[src/rtl/cpu_pkg.sv]
// Shared definitions for the multicycle core: opcode map, fetch FSM states
// and instruction field geometry.
package cpu_pkg;

    localparam logic [3:0] OP_RTYPE = 4'h1;
    localparam logic [3:0] OP_ADDI  = 4'h2;
    localparam logic [3:0] OP_BNE   = 4'h3;
    localparam logic [3:0] OP_BLT   = 4'h4;
    localparam logic [3:0] OP_BGT   = 4'h5;
    localparam logic [3:0] OP_LOAD  = 4'h6;
    localparam logic [3:0] OP_STORE = 4'h7;
    localparam logic [3:0] OP_END   = 4'hF;

    // Opcode sits in the top nibble, func3 directly below it.
    localparam int OPCODE_W = 4;
    localparam int FUNC3_W  = 3;

    typedef enum logic [1:0] {
        IDLE   = 2'd0,
        RUN    = 2'd1,
        DRAIN  = 2'd2,
        HALTED = 2'd3
    } fetch_state_t;

    function automatic logic is_end_op(input logic [OPCODE_W-1:0] op);
        return (op == OP_END);
    endfunction

endpackage

[src/rtl/fetch_fifo.sv]
// Prefetch FIFO for the fetch unit: DEPTH entries of WIDTH bits with
// push, pop, synchronous flush and an occupancy count.
module fetch_fifo #(
    parameter int DEPTH = 2,
    parameter int WIDTH = 24
) (
    input  logic                     clk,
    input  logic                     reset_n,
    input  logic                     push,
    input  logic [WIDTH-1:0]         push_data,
    input  logic                     pop,
    input  logic                     flush,
    output logic [$clog2(DEPTH):0]   count,
    output logic [WIDTH-1:0]         head
);

    localparam int PTR_W = $clog2(DEPTH);
    localparam int CNT_W = PTR_W + 1;

    logic [WIDTH-1:0] mem_r [DEPTH];
    logic [PTR_W-1:0] wr_ptr_r;
    logic [PTR_W-1:0] rd_ptr_r;
    logic [CNT_W-1:0] count_r;
    logic             do_pop_s;
    logic             do_push_s;

    // Qualify pop/push so an empty pop or an overfull push cannot corrupt state.
    always_comb begin
        do_pop_s  = 1'b0;
        do_push_s = 1'b0;
        if (pop && (count_r != CNT_W'(0))) begin
            do_pop_s = 1'b1;
        end else begin
            do_pop_s = 1'b0;
        end
        if (push && ((count_r < CNT_W'(DEPTH)) || do_pop_s)) begin
            do_push_s = 1'b1;
        end else begin
            do_push_s = 1'b0;
        end
    end

    // Storage, pointers and occupancy; flush drops everything but leaves data words.
    always_ff @(posedge clk) begin
        if (!reset_n) begin
            wr_ptr_r <= PTR_W'(0);
            rd_ptr_r <= PTR_W'(0);
            count_r  <= CNT_W'(0);
            for (int i = 0; i < DEPTH; i++) begin
                mem_r[i] <= WIDTH'(0);
            end
        end else if (flush) begin
            wr_ptr_r <= PTR_W'(0);
            rd_ptr_r <= PTR_W'(0);
            count_r  <= CNT_W'(0);
        end else begin
            if (do_push_s) begin
                mem_r[wr_ptr_r] <= push_data;
                wr_ptr_r        <= wr_ptr_r + PTR_W'(1);
            end
            if (do_pop_s) begin
                rd_ptr_r <= rd_ptr_r + PTR_W'(1);
            end
            count_r <= count_r + CNT_W'(do_push_s) - CNT_W'(do_pop_s);
        end
    end

    assign count = count_r;
    assign head  = mem_r[rd_ptr_r];

endmodule

[src/rtl/instr_fetch_unit.sv]
// Fetch stage: owns the PC, issues word reads to instruction memory, buffers
// responses in a prefetch FIFO and hands them to the control path.
module instr_fetch_unit
    import cpu_pkg::*;
#(
    parameter int                ADDR_W   = 8,
    parameter int                INSTR_W  = 16,
    parameter int                DEPTH    = 2,
    parameter logic [ADDR_W-1:0] RESET_PC = '0
) (
    input  logic               clk,
    input  logic               reset_n,
    output logic               imem_en,
    output logic [ADDR_W-1:0]  imem_addr,
    input  logic [INSTR_W-1:0] imem_rdata,
    input  logic               redirect_valid,
    input  logic [ADDR_W-1:0]  redirect_pc,
    output logic               ir_valid,
    input  logic               ir_ready,
    output logic [INSTR_W-1:0] ir_data,
    output logic [ADDR_W-1:0]  ir_pc,
    output logic [3:0]         ir_opcode,
    output logic [2:0]         ir_func3,
    output logic               halted
);

    localparam int CNT_W = $clog2(DEPTH) + 1;
    localparam int ENT_W = INSTR_W + ADDR_W;

    fetch_state_t       state_r;
    fetch_state_t       state_s;
    logic [ADDR_W-1:0]  fetch_pc_r;
    logic               imem_en_r;
    logic [ADDR_W-1:0]  imem_addr_r;

    logic [CNT_W-1:0]   fifo_count_s;
    logic [ENT_W-1:0]   fifo_head_s;
    logic [INSTR_W-1:0] head_data_s;
    logic [ADDR_W-1:0]  head_pc_s;
    logic               head_valid_s;
    logic               pop_s;
    logic               push_s;
    logic               redirect_take_s;
    logic               resp_end_s;
    logic               head_end_s;
    logic [CNT_W:0]     committed_s;
    logic               room_s;
    logic               issue_s;

    // A request issued on the previous edge returns its word during the
    // current cycle, so imem_en_r doubles as the in-flight flag. A redirect
    // on that same edge kills the response simply by suppressing its push.
    assign head_data_s     = fifo_head_s[ENT_W-1 -: INSTR_W];
    assign head_pc_s       = fifo_head_s[ADDR_W-1:0];
    assign head_valid_s    = (fifo_count_s != CNT_W'(0));
    assign pop_s           = head_valid_s && ir_ready;
    assign redirect_take_s = redirect_valid && (state_r != HALTED);
    assign push_s          = imem_en_r && !redirect_take_s;
    assign resp_end_s      = is_end_op(imem_rdata[INSTR_W-1 -: OPCODE_W]);
    assign head_end_s      = is_end_op(head_data_s[INSTR_W-1 -: OPCODE_W]);

    // Reservation: entries left after this edge's pop plus the word arriving now.
    assign committed_s = {1'b0, fifo_count_s} - (CNT_W + 1)'(pop_s) + (CNT_W + 1)'(imem_en_r);
    assign room_s      = (committed_s < (CNT_W + 1)'(DEPTH));

    // Issue decision; an END word arriving now stops the next request.
    always_comb begin
        issue_s = 1'b0;
        if ((state_r == RUN) && !redirect_valid && room_s
            && !(imem_en_r && resp_end_s)) begin
            issue_s = 1'b1;
        end else begin
            issue_s = 1'b0;
        end
    end

    // Next-state logic for the fetch FSM.
    always_comb begin
        state_s = state_r;
        case (state_r)
            IDLE: begin
                state_s = RUN;
            end
            RUN: begin
                if (redirect_take_s) begin
                    state_s = RUN;
                end else if (push_s && resp_end_s) begin
                    state_s = DRAIN;
                end else begin
                    state_s = RUN;
                end
            end
            DRAIN: begin
                if (redirect_take_s) begin
                    state_s = RUN;
                end else if (pop_s && head_end_s) begin
                    state_s = HALTED;
                end else begin
                    state_s = DRAIN;
                end
            end
            HALTED: begin
                state_s = HALTED;
            end
            default: begin
                state_s = IDLE;
            end
        endcase
    end

    // FSM state, PC and the registered memory request.
    always_ff @(posedge clk) begin
        if (!reset_n) begin
            state_r     <= IDLE;
            fetch_pc_r  <= RESET_PC;
            imem_en_r   <= 1'b0;
            imem_addr_r <= ADDR_W'(0);
        end else begin
            state_r   <= state_s;
            imem_en_r <= issue_s;
            if (redirect_take_s) begin
                fetch_pc_r <= redirect_pc;
            end else if (issue_s) begin
                fetch_pc_r <= fetch_pc_r + ADDR_W'(1);
            end
            if (issue_s) begin
                imem_addr_r <= fetch_pc_r;
            end
        end
    end

    fetch_fifo #(
        .DEPTH (DEPTH),
        .WIDTH (ENT_W)
    ) u_fifo (
        .clk       (clk),
        .reset_n   (reset_n),
        .push      (push_s),
        .push_data ({imem_rdata, imem_addr_r}),
        .pop       (pop_s),
        .flush     (redirect_take_s),
        .count     (fifo_count_s),
        .head      (fifo_head_s)
    );

    assign imem_en   = imem_en_r;
    assign imem_addr = imem_addr_r;
    assign ir_valid  = head_valid_s;
    assign ir_data   = head_data_s;
    assign ir_pc     = head_pc_s;
    assign ir_opcode = head_data_s[INSTR_W-1 -: OPCODE_W];
    assign ir_func3  = head_data_s[INSTR_W-1-OPCODE_W -: FUNC3_W];
    assign halted    = (state_r == HALTED);

endmodule

[config.mk]
export PLATFORM = sky130hd
export DESIGN_NAME = instr_fetch_unit
export DESIGN_NICKNAME = d
export VERILOG_FILES = /design/src/rtl/cpu_pkg.sv /design/src/rtl/fetch_fifo.sv /design/src/rtl/instr_fetch_unit.sv
export SDC_FILE = /design/constraint.sdc
export NUM_CORES = 1
export LEC_CHECK = 0
export BUFFER_PORTS_ARGS = -buffer_cell sky130_fd_sc_hd__buf_2
export CAP_MARGIN = 40
export CORE_MARGIN = 10
export CORE_UTILIZATION = 54
export DETAILED_ROUTE_END_ITERATION = 12
export PLACE_DENSITY = 0.79
export SKIP_CTS_REPAIR_TIMING = 1
export SYNTH_ARGS = -nofsm -noshare
export SYNTH_HDL_FRONTEND = slang
export SYNTH_SLANG_ARGS = --single-unit
[constraint.sdc]
create_clock -name clk -period 4.1 [get_ports clk]
set_input_delay 0.615 -clock clk [delete_from_list [all_inputs] [get_ports clk]]
set_output_delay 0.615 -clock clk [all_outputs]
set_load 0.02 [all_outputs]
; Word level (Yosys, flattened, before mapping)
; Memory sizes are Yosys's and may differ from the RTL's. A register that Yosys moved wholly into a read port is not among the register bits.
; Cells that the tools add are included.
[totals]
output_inout_bits = 42
mem_bits_rw = 48
memories = 1
wordCells = 64
regBits = 23
[mem_list]
columns = memory, words, word_bits, rd, rd_ports_with_merged_regs, write_ports, line
row1 = u_fifo.mem_r, 2, 24, 1, 1, 2, fetch_fifo.sv:20  ; logic [WIDTH-1:0] mem_r [DEPTH];
[classes]
n_lt_le_gt_ge = 2
n_addsub = 7
eq_ne = 6
n_mux = 20
n_reduce_logical = 20
bitwise_logic = 1
[op_table]
columns = op, n
row1 = $mux 24, 1
row2 = $reduce_or 24->1, 1
row3 = $mux 8, 2
row4 = $mux 1, 13
row5 = $logic_and 1x1->1, 11
row6 = $add 8x1->8 const B, 1
row7 = $eq 4x4->1 const B, 2
row8 = $pmux 2 s4, 1
row9 = $mux 2, 3
row10 = $eq 2x2->1 const B, 2
row11 = $reduce_bool 2->1, 2
row12 = $add 3x1->3, 1
row13 = $logic_not 1->1, 3
row14 = $lt 3x2->1 const B, 1
row15 = $sub 2x1->3, 1
row16 = $add 1x1->1 const B, 2
row17 = $add 2x1->2, 1
row18 = $eq 2x1->1 const B, 1
row19 = $logic_not 2->1, 1
row20 = $lt 2x2->1 const B, 1
row21 = $ne 2x2->1 const B, 1
row22 = $reduce_or 2->1, 1
row23 = $sub 2x1->2, 1
row24 = $logic_or 1x1->1, 1
row25 = $not 1->1, 1

; Depth between registers and ports, before layout
[logic_depth]
word_depth = 13
mapped_depth = 12
ltp_nobuf = 11

; Cells and area by module
; Synthesis repeated with hierarchy kept, for this count alone.
[hier_totals]
hier_cells = 269
area_unflattened_um2 = 3409.5
[by_module_without_submodules]
columns = module, instances, cells_per_inst, area_each_um2
row1 = fetch_fifo, 1, 155, 2367.3
row2 = instr_fetch_unit, 1, 114, 1042.2

; Worst setup path before layout
; Ideal clock, no wire load.
[synth_timing]
path_kind = input-to-reg
from = input port redirect_valid
to = memory u_fifo.mem_r[0][0], enable pin
path_stages = 3
setup_ps = 438
path_buffers = 0
t_arrival_ps = 2746
path_slack_ps = 915
path_cell_list = a21bo_2 -> nand3_1 -> o21ai_0
[synth_rtl]
columns = item, line
row1 = "start, declared", instr_fetch_unit.sv:16  ; input logic redirect_valid,
row2 = "end, declared", fetch_fifo.sv:20

; Final worst setup path
[layout_timing]
from = register u_fifo.count_r[1] (netlist: u_fifo.count[1])
to = register fetch_pc_r[3]
[layout_between]
elab_chain_len = 9
[layout_rtl]
columns = item, line
row1 = "start, declared", fetch_fifo.sv:23  ; logic [CNT_W-1:0] count_r;
row2 = "start signal, assigned", fetch_fifo.sv:64  ; count_r <= count_r + CNT_W'(do_push_s) - CNT_W'(do_pop_s);
row3 = $reduce_bool 2->1, instr_fetch_unit.sv:55  ; assign head_valid_s = (fifo_count_s != CNT_W'(0));
row4 = $logic_and 1x1->1, instr_fetch_unit.sv:56  ; assign pop_s = head_valid_s && ir_ready;
row5 = $sub 2x1->3 (*), instr_fetch_unit.sv:63  ; assign committed_s = {1'b0, fifo_count_s} - (CNT_W + 1)'(pop_s) + (CNT_W + 1)'(imem_en_r);
row6 = $add 3x1->3 (*), instr_fetch_unit.sv:63
row7 = $lt 3x2->1 (*), instr_fetch_unit.sv:64  ; assign room_s = (committed_s < (CNT_W + 1)'(DEPTH));
row8 = $logic_and 1x1->1 (*), instr_fetch_unit.sv:69  ; if ((state_r == RUN) && !redirect_valid && room_s
row9 = $logic_and 1x1->1 (*), instr_fetch_unit.sv:70  ; && !(imem_en_r && resp_end_s)) begin
row10 = $mux 1 (*), instr_fetch_unit.sv:69
row11 = $reduce_bool 2->1 (no source line) (*), --
row12 = "end signal, assigned", instr_fetch_unit.sv:122  ; fetch_pc_r <= redirect_pc;
row13 = "end signal, assigned", instr_fetch_unit.sv:124  ; fetch_pc_r <= fetch_pc_r + ADDR_W'(1);
row14 = "end, declared", instr_fetch_unit.sv:32  ; logic [ADDR_W-1:0] fetch_pc_r;
; Mark *: on every way between the ends. The rest lies on a longest branch, timed or not.
; A chain may end at the register's enable or synchronous reset.

==> key figures <==
Status
  • Status: finished clean

Power and ir drop
  • Switch share: 0.2391
  • Psw: 335.2 uW
  • Pleak: 0.001633 uW
  • VDD IR max: 0.3191 mV
  • Clock group share of total power: 0.322
  • Sequential power share: 0.584
  • Combinational share of power: 0.094
  • P_int: 1066 uW
  • Pwr/cell area: 365.5 nW/um^2

Timing
  • Final period util: 0.7420
  • Setup TNS: 0 ns
  • Max frequency: 328.7 MHz
  • Final hold vios: 0
  • Least-Margin Pin Slew: 0.7182 ns
  • Final hold slack: 0.5080 ns
  • Final min period: 3.042 ns
  • Clk_skew: 0.006637 ns
  • Slew Limit Fails: 0
  • Final setup vio count: 0
  • Max_slew headroom: 0.5212
  • RSZ-0062 raised after global routing: no

Synth
  • Post-synthesis async set-or-reset flop share: 0
  • Post-Syn Instances: 269
  • EDFF count, synth: 48
  • Mapped Avg Cell Area: 12.25 sq um
  • Post-Synthesis Cell Area: 3294 sq um
  • Register area share after synthesis: 0.5834
  • #FFs+latches synth: 72
  • Syn nets: 302
  • Synthesis Warnings: 0
  • Distinct cell type count after synthesis: 45
  • Main synth FF type: edfxtp_1

Final layout
  • Highest-count cells in the layout ignoring fill and taps: buf_2, and2_1, edfxtp_1
  • # diodes: 0
  • NumNets Final: 367
  • Area growth, synth to finish: 16.41%
  • Post-Layout Cell Count: 414
  • Final Util: 0.6477
  • Fraction of layout cells with a size suffix above 1: 0.3274
  • Commonest non-fill, non-tap cell in the layout: buf_2
  • Fillcell total: 496

Placed design
  • GPL Wtd Cong: 0.7948
  • Buffers on Ports: 69
  • Placed Cells: 398
  • Final HPWL DP: 4893 um

Detailed routing
  • WL final: 6635 um
  • Routed WL per cell: 16.03 um
  • Drt drc: 0
  • Vias: 2190
  • DRT iter0 DRCs: 93
  • DRT Pass-1 Iters: 4
  • Vias/cell: 5.290
  • Routed Antenna Nets: 0

Clocking
  • Reg clk slew, reported paths: 0.07 ns
  • Clock Path Buffers: 2
  • Clk sinks: 72
  • H-tree depth: 3
  • CTS tree: built
  • TritonCTS buffer count: 9
  • Skew-Pair Late Insertion Delay: 0.33 ns
  • Root Buffer: clkbuf_8

Global route
  • GRT Total Usage: 0.1402
  • Overflow after GRT: 0
  • Number of global-route vias before repair: 2240
  • Pin count of the biggest net entering global routing: 25
  • Initial antenna violation count: 0
  • First-pass GRT wire length: 11080 um

Worst setup path
  • Worst Setup End Kind: register
  • Max incr delay on CP: 0.59 ns
  • WP buf/inv: 2
  • CP max FO: 14
  • Startpoint types: register
  • R2R Path Start: u_fifo.count[1]$_SDFF_PP0_
  • Ordered cell list for the critical path: or2_1 > nand2_1 > inv_1 > ha_1 > inv_1 > nand2_1 > fa_1 > and4bb_1 > o211ai_2 > or4b_1 > a31oi_1
  • CP max-delay cell: or4b_1
  • Delay-heaviest family, CP: simple AND/OR/NAND/NOR gates
  • Crit Path Class: register to register
  • Critical Path Source: u_fifo.count[1]$_SDFF_PP0_
  • CP Data Arrival Time: 3.30 ns
  • Critical path required time: 4.35 ns

Floorplanning
  • Starting Density: 0.5564
  • Die height: 98.11 um
  • Number of core rows: 28
  • Die ar.: 9625 sq um
  • I/O pins: 70
  • Die Wd: 98.11 um
  • Core area: 5921 sq um

Min path
  • Hold/Removal Path Class: register to register
  • Worst hold start: u_fifo.rd_ptr_r$_SDFFE_PP0P_

Job
  • Max_cap viols: 0
-- power by group through the flow --
stage	sequential [uW]	combinational, uW	clock (uW)
after global placement	833	129	0
after detailed placement	835	133	0
final	819	132	451
after CTS	819	134	461
after global routing	823	145	487
after floorplan	833	85.6	0
-- cell families after synthesis --
family	count (synthesis)	share of synthesized area
AND/OR/NAND/NOR	97	0.1720
buffers and inverters	29	0.04254
XOR/XNOR	5	0.01329
AO/OA/AOI/OAI	28	0.05811
multiplexers	33	0.1094
flip-flops	72	0.5834
adder cells (fa/ha/maj)	5	0.02127
-- through the flow --
stage	cell area, sq um	setup WS (ns)	total power, uW
after floorplan	3294	0.9153	918.9
after global placement	3650	1.063	961.9
after detailed placement	3680	0.9487	968.2
after CTS	3835	1.047	1413
after global routing	3835	0.7875	1455
final	3835	1.058	1402
-- sequential cells by signal, summed over array words and instances, names as in the netlist, named ones only --
| signal | cells |
|---|---|
| u_fifo.mem_r | 48 |
| fetch_pc_r | 8 |
| imem_addr | 8 |
| state_r | 2 |
| u_fifo.count | 2 |
| imem_en | 1 |
| u_fifo.rd_ptr_r | 1 |
| u_fifo.wr_ptr_r | 1 |
-- tightest hold or removal path, stage by stage, from the launching register on --
cell and delay (ns):
dfxtp_1 0.32, xor2_1 0.08, nor2_1 0.07
-- final cells by class --
class                      instances  area (sq um)  area share
sequential                        72          1922      0.5011
multi-input combinational        168          1236      0.3224
timing repair buffer              73         390.4      0.1018
clock buffer                      11         131.4     0.03426
tap                               75         93.84     0.02447
inverter                          10         37.54    0.009788
clock inverter                     5         23.77    0.006199
-- synthesized netlist by cell type (all sizes together) (2+ instances only) --
master / n / area share
nor3: 3 / 0.0061
clkbuf: 8 / 0.0091
buf: 11 / 0.022
inv: 10 / 0.011
nand2b: 3 / 0.0057
nand3: 3 / 0.0046
o21ai: 9 / 0.014
o311a: 2 / 0.0061
nand2: 9 / 0.010
ha: 4 / 0.015
edfxtp: 48 / 0.44
xnor2: 4 / 0.011
and2: 50 / 0.095
dfxtp: 24 / 0.15
a31oi: 5 / 0.0095
o31ai: 2 / 0.0046
and3: 4 / 0.0076
nor2: 13 / 0.015
mux2: 24 / 0.082
o211ai: 2 / 0.0061
mux2i: 9 / 0.027
or4: 2 / 0.0046
a21oi: 3 / 0.0046
nand4: 2 / 0.0038
-- path summary, 6_finish.rpt --
kind / end / slack [ns] / cells past startpoint
max: fetch_pc_r[3]$_SDFFE_PN0P_ / 1.06 / 11
max reg2reg: fetch_pc_r[3]$_SDFFE_PN0P_ / 1.06 / 11
min reg2reg: u_fifo.rd_ptr_r$_SDFFE_PP0P_ / 0.51 / 2
min: u_fifo.rd_ptr_r$_SDFFE_PP0P_ / 0.51 / 2
-- layer usage --
| layer | part of all wire | track usage | up-vias |
|---|---|---|---|
| met1 | 0.44 | 0.1756 | 1048 |
| met5 | 0 | 0 | - |
| met4 | 0.016 | 0.06152 | 0 |
| met2 | 0.50 | 0.2228 | 54 |
| li1 | - | - | 1079 |
| met3 | 0.042 | 0.03594 | 9 |
Power figures use the tool's default switching activity.
